===== src/rtl/lamp_sequencer.sv =====
// Traffic lamp sequencer: RED -> GREEN -> YELLOW cycle with pedestrian early exit,
// pedestrian grant on RED entry, and an emergency override that parks the lamps on RED.
module lamp_sequencer #(
  parameter int unsigned RED_T     = 8,
  parameter int unsigned GREEN_T   = 6,
  parameter int unsigned YELLOW_T  = 2,
  parameter int unsigned MIN_GREEN = 2,
  parameter int unsigned CNT_W     = 8
) (
  input  logic             clock,
  input  logic             reset_n,
  input  logic             enable,
  input  logic             ped_req,
  input  logic             emergency,
  output logic [0:2]       light,
  output logic [1:0]       phase,
  output logic [CNT_W-1:0] elapsed,
  output logic             ped_ack,
  output logic             walk
);

  typedef enum logic [1:0] {
    S_RED    = 2'd0,
    S_GREEN  = 2'd1,
    S_YELLOW = 2'd2,
    S_EMERG  = 2'd3
  } state_t;

  localparam logic [CNT_W-1:0] L_RED_LAST    = CNT_W'(RED_T - 1);
  localparam logic [CNT_W-1:0] L_GREEN_LAST  = CNT_W'(GREEN_T - 1);
  localparam logic [CNT_W-1:0] L_YELLOW_LAST = CNT_W'(YELLOW_T - 1);
  localparam logic [CNT_W-1:0] L_MIN_LAST    = CNT_W'(MIN_GREEN - 1);

  state_t           r_state;
  logic [CNT_W-1:0] r_elapsed;
  logic             r_ped_pending;
  logic             r_ped_ack;
  logic             r_walk;
  logic             r_emerg_pend;

  always_ff @(posedge clock or negedge reset_n) begin
    if (!reset_n) begin
      r_state       <= S_RED;
      r_elapsed     <= '0;
      r_ped_pending <= 1'b0;
      r_ped_ack     <= 1'b0;
      r_walk        <= 1'b0;
      r_emerg_pend  <= 1'b0;
    end else begin
      r_ped_ack <= 1'b0;
      if (ped_req)
        r_ped_pending <= 1'b1;
      unique case (r_state)
        S_RED: begin
          if (emergency) begin
            r_state   <= S_EMERG;
            r_elapsed <= '0;
            r_walk    <= 1'b0;
          end else if (enable) begin
            if (r_elapsed == L_RED_LAST) begin
              r_state   <= S_GREEN;
              r_elapsed <= '0;
              r_walk    <= 1'b0;
            end else begin
              r_elapsed <= r_elapsed + 1'b1;
            end
          end
        end
        S_GREEN: begin
          if (emergency) begin
            r_state      <= S_YELLOW;
            r_elapsed    <= '0;
            r_emerg_pend <= 1'b1;
          end else if (enable) begin
            if ((r_ped_pending && (r_elapsed >= L_MIN_LAST)) ||
                (r_elapsed == L_GREEN_LAST)) begin
              r_state   <= S_YELLOW;
              r_elapsed <= '0;
            end else begin
              r_elapsed <= r_elapsed + 1'b1;
            end
          end
        end
        S_YELLOW: begin
          // Once emergency is seen, yellow runs to completion even if enable drops.
          if (emergency || r_emerg_pend) begin
            if (r_elapsed == L_YELLOW_LAST) begin
              r_state      <= S_EMERG;
              r_elapsed    <= '0;
              r_emerg_pend <= 1'b0;
            end else begin
              r_elapsed    <= r_elapsed + 1'b1;
              r_emerg_pend <= 1'b1;
            end
          end else if (enable) begin
            if (r_elapsed == L_YELLOW_LAST) begin
              r_state   <= S_RED;
              r_elapsed <= '0;
              if (r_ped_pending) begin
                r_ped_ack     <= 1'b1;
                r_walk        <= 1'b1;
                r_ped_pending <= ped_req;
              end
            end else begin
              r_elapsed <= r_elapsed + 1'b1;
            end
          end
        end
        S_EMERG: begin
          if (!emergency) begin
            r_state   <= S_RED;
            r_elapsed <= '0;
            if (r_ped_pending) begin
              r_ped_ack     <= 1'b1;
              r_walk        <= 1'b1;
              r_ped_pending <= ped_req;
            end
          end else if (r_elapsed != '1) begin
            r_elapsed <= r_elapsed + 1'b1;
          end
        end
      endcase
    end
  end

  always_comb begin
    light = 3'b100;
    unique case (r_state)
      S_RED:    light = 3'b100;
      S_GREEN:  light = 3'b010;
      S_YELLOW: light = 3'b001;
      S_EMERG:  light = 3'b100;
    endcase
  end

  assign phase   = r_state;
  assign elapsed = r_elapsed;
  assign ped_ack = r_ped_ack;
  assign walk    = r_walk;

endmodule


===== config.mk =====
export PLATFORM = sky130hd
export DESIGN_NAME = lamp_sequencer
export DESIGN_NICKNAME = d
export VERILOG_FILES = /design/src/rtl/lamp_sequencer.sv
export SDC_FILE = /design/constraint.sdc
export NUM_CORES = 1
export LEC_CHECK = 0
export BUFFER_PORTS_ARGS = -buffer_cell sky130_fd_sc_hd__buf_2
export CAP_MARGIN = 0
export CORE_MARGIN = 1.5
export CORE_UTILIZATION = 59
export DETAILED_ROUTE_END_ITERATION = 8
export GPL_ROUTABILITY_DRIVEN = 0
export PLACE_DENSITY_LB_ADDON = 0.1
export SETUP_SLACK_MARGIN = 0.2
export SLEW_MARGIN = 10
export SYNTH_ARGS = -nofsm -noshare
export SYNTH_HDL_FRONTEND = slang
export SYNTH_SLANG_ARGS = --single-unit

===== constraint.sdc =====
create_clock -name clock -period 4.35 [get_ports clock]
set_input_delay 0.2175 -clock clock [delete_from_list [all_inputs] [get_ports clock]]
set_output_delay 0.2175 -clock clock [all_outputs]
set_load 0.03 [all_outputs]

==> impl_metrics.ini <==
[floorplanning]
start_util_pct = 64.2
die_h_um = 47.1
dieArea_um2 = 2210
core_area_um2 = 1780
rows = 15
io_pins = 20
die_x_um = 47.1

[yosys]
syn_area_um2 = 1140
syn_inst = 127
ys_ff_latch = 14
yosysSeqAreaShare_pct = 30.6
yosys_warnings = 0
synth.avg_cell_area_um2 = 9.01
synth.distinct_cells = 50
synth_ff_type = dfrtp_1
synthArstFlopShare_pct = 100
synth_fp_nets = 140
synth-edff-count = 0

[sta]
post-route-min-period_ps = 2440
setup_tns_ps = 0
holdWs_ps = 126
rsz0062_at_grt = false
max_freq_mhz = 410
worst_pin_slew_ps = 729
final-hold-violation-count = 0
drv_slew = 0
setup_viol = 0
min_period_over_period_pct = 56.0
finClkSkew_ps = 5.03
max_slew_margin_pct = 51.2
fin_ws_ps = 1910

[setup_path]
worstPathArrival_ps = 2580
critPathRequiredTime_ps = 4490
cp_slowest_cell = a211oi_1
worst_setup_path_start_kind = flop
cp_cell_sequence = inv_1 > ha_1 > nor2_1 > a211oi_1 > a41oi_1 > o31ai_2 > o221ai_1
cp_slowest_stage_delay_ps = 600
cp-end-kind = flop
cp_max_fo = 10
critPathKind = flop to flop

[final_layout]
stdcell_count = 170
n_antenna_cell = 0
syn_to_final_growth_pct = 11.3
finalCoreUtilization_pct = 71.4
nets = 160
drive_gt1_share_pct = 24.8

[place]
io_buffers = 19
place_ws_ps = 1950
dp_hpwl_um = 2000
place_inst = 166

[routing]
finalWirelength_um = 2530
drt_iter0_drc = 35
dr.pass1.iters = 4
routed_via_density = 6.25
routed-via-count = 1062
ant_nets = 0
wl_per_cell_um = 14.9
drc = 0

[power_and_ir_drop]
power_density_nw_per_um2 = 648
ir_drop_mv = 0.529
p_leak_nw = 0.584

[clocking]
cts_tree = built
clock_latency_ps = 290
h-tree-depth = 1
clkTransAtPathRegs_ps = 90
ctsResizeCount = 0
cts_sinks = 14
post_cts_buffers = 0
cts_buffer_depth = 2
cts_buffers = 3
clockRootBuffer = clkbuf_4
holdBufCountCts = 1

[grt]
grt_pass1_vias = 901
grt_pass1_wl_um = 4300
grt_overflow_total = 0
antenna_found_initial = 0
grt_max_degree = 15
grt_usage_pct = 27.5

[status]
outcome = finished, final reports clean

[flow_run]
maxCapViolCount = 0

[hold_path]
hold_path_class = input port to flop
[worst paths after layout]
path,startpoint,to,slack [ps],depth (start not counted)
setup / recovery,phase[1]$_DFFE_PN0P_,elapsed[5]$_DFFE_PN0P_,1910,7
hold / removal,ped_req,r_ped_pending$_DFF_PN0_,130,2
setup reg to reg,phase[1]$_DFFE_PN0P_,elapsed[5]$_DFFE_PN0P_,1910,7
hold reg to reg,walk$_DFFE_PN0P_,walk$_DFFE_PN0P_,530,2
max in group asynchronous,reset_n,elapsed[0]$_DFFE_PN0P_,3760,2
min in group asynchronous,reset_n,walk$_DFFE_PN0P_,340,2
[cell usage after synthesis, types with 2 or more instances]
| cell | count | share of area [%] |
|---|---|---|
| nand4_1 | 2 | 1.1 |
| a21oi_1 | 4 | 1.7 |
| o31ai_1 | 3 | 2.0 |
| o21ai_0 | 4 | 1.7 |
| nand2b_1 | 3 | 1.6 |
| nor3_1 | 3 | 1.3 |
| a31oi_1 | 3 | 1.6 |
| a41oi_1 | 2 | 1.5 |
| nor3_2 | 2 | 1.7 |
| nor2_1 | 8 | 2.6 |
| nand3_1 | 2 | 0.87 |
| and2_2 | 2 | 1.3 |
| dfrtp_1 | 14 | 31 |
| nand2_1 | 11 | 3.6 |
| o211ai_1 | 5 | 3.3 |
| buf_2 | 3 | 1.3 |
| o311ai_1 | 2 | 1.5 |
| and2_1 | 4 | 2.2 |
| ha_1 | 8 | 8.7 |
| a211oi_1 | 2 | 1.3 |
| nor2b_1 | 2 | 1.1 |
| inv_1 | 10 | 3.3 |
[area by class of cell]
type / count / area (um^2)
Timing Repair Buffer: 20 / 105
Multi-Input combinational cell: 98 / 727
Inverter: 10 / 37.5
Sequential cell: 14 / 350
Clock buffer: 3 / 22.5
Tap cell: 25 / 31.3
Fill cell: 140 / 509
[through the flow]
step / area (um^2) / power (mW)
2_1_floorplan: 1140 / 0.631
3_3_place_gp: 1240 / 0.737
3_5_place_dp: 1240 / 0.749
4_1_cts: 1270 / 0.826
5_1_grt: 1270 / 0.897
6_report: 1270 / 0.825
[state kept, by name, indices dropped and copies added, names as in the netlist]
name	count
walk	1
r_emerg_pend	1
r_ped_pending	1
phase	2
elapsed	8
ped_ack	1
[placed cells by master, fill, tap and decap left out, types with 2 or more instances in the layout]
cell type,netlist,layout
buf_2,3,19
dfrtp_1,14,14
nand2_1,11,11
inv_1,10,10
nor2_1,8,8
ha_1,8,8
o211ai_1,5,5
and2_1,4,4
a21oi_1,4,4
o21ai_0,4,4
a31oi_1,3,3
nor3_1,3,3
nand2b_1,3,3
o31ai_1,3,3
clkbuf_4,0,3
nor2b_1,2,2
and2_2,2,2
a211oi_1,2,2
nor3_2,2,2
nand3_1,2,2
a41oi_1,2,2
o311ai_1,2,2
nand4_1,2,2
[layer usage]
metal,global-route usage [%],vias up,routed length [um]
li1,-,520,-
met1,39.9,499,1180
met3,3.46,5,132
met4,8.33,0,40
met2,42.7,38,1170
met5,0,-,0
[where the power goes]
part | internal, mW | switching (mW)
registers | 0.166 | 0.0350
clock network | 0.0322 | 0.0435
logic | 0.194 | 0.354
[cell families (layout without fill, tap and decap cells)]
| group | count (synthesis) | after routing | share of synthesized area [%] |
|---|---|---|---|
| AND/OR/NAND/NOR | 48 | 48 | 26.2 |
| AO/OA/AOI/OAI | 41 | 41 | 27.7 |
| buffers and inverters | 15 | 33 | 5.90 |
| flip-flops | 14 | 14 | 30.6 |
| adder cells (fa/ha/maj) | 8 | 8 | 8.74 |
| multiplexers | 1 | 1 | 0.874 |
[critical path: cells and delay by family (launching register included)]
family | cells | cell delay [ps]
AOI/OAI and AO/OA | 4 | 1240
adders and majority gates | 1 | 410
buffers and inverters | 1 | 140
DFF | 1 | 420
and+or+nand+nor | 1 | 80
No activity file was read; power rests on OpenSTA's default activity.
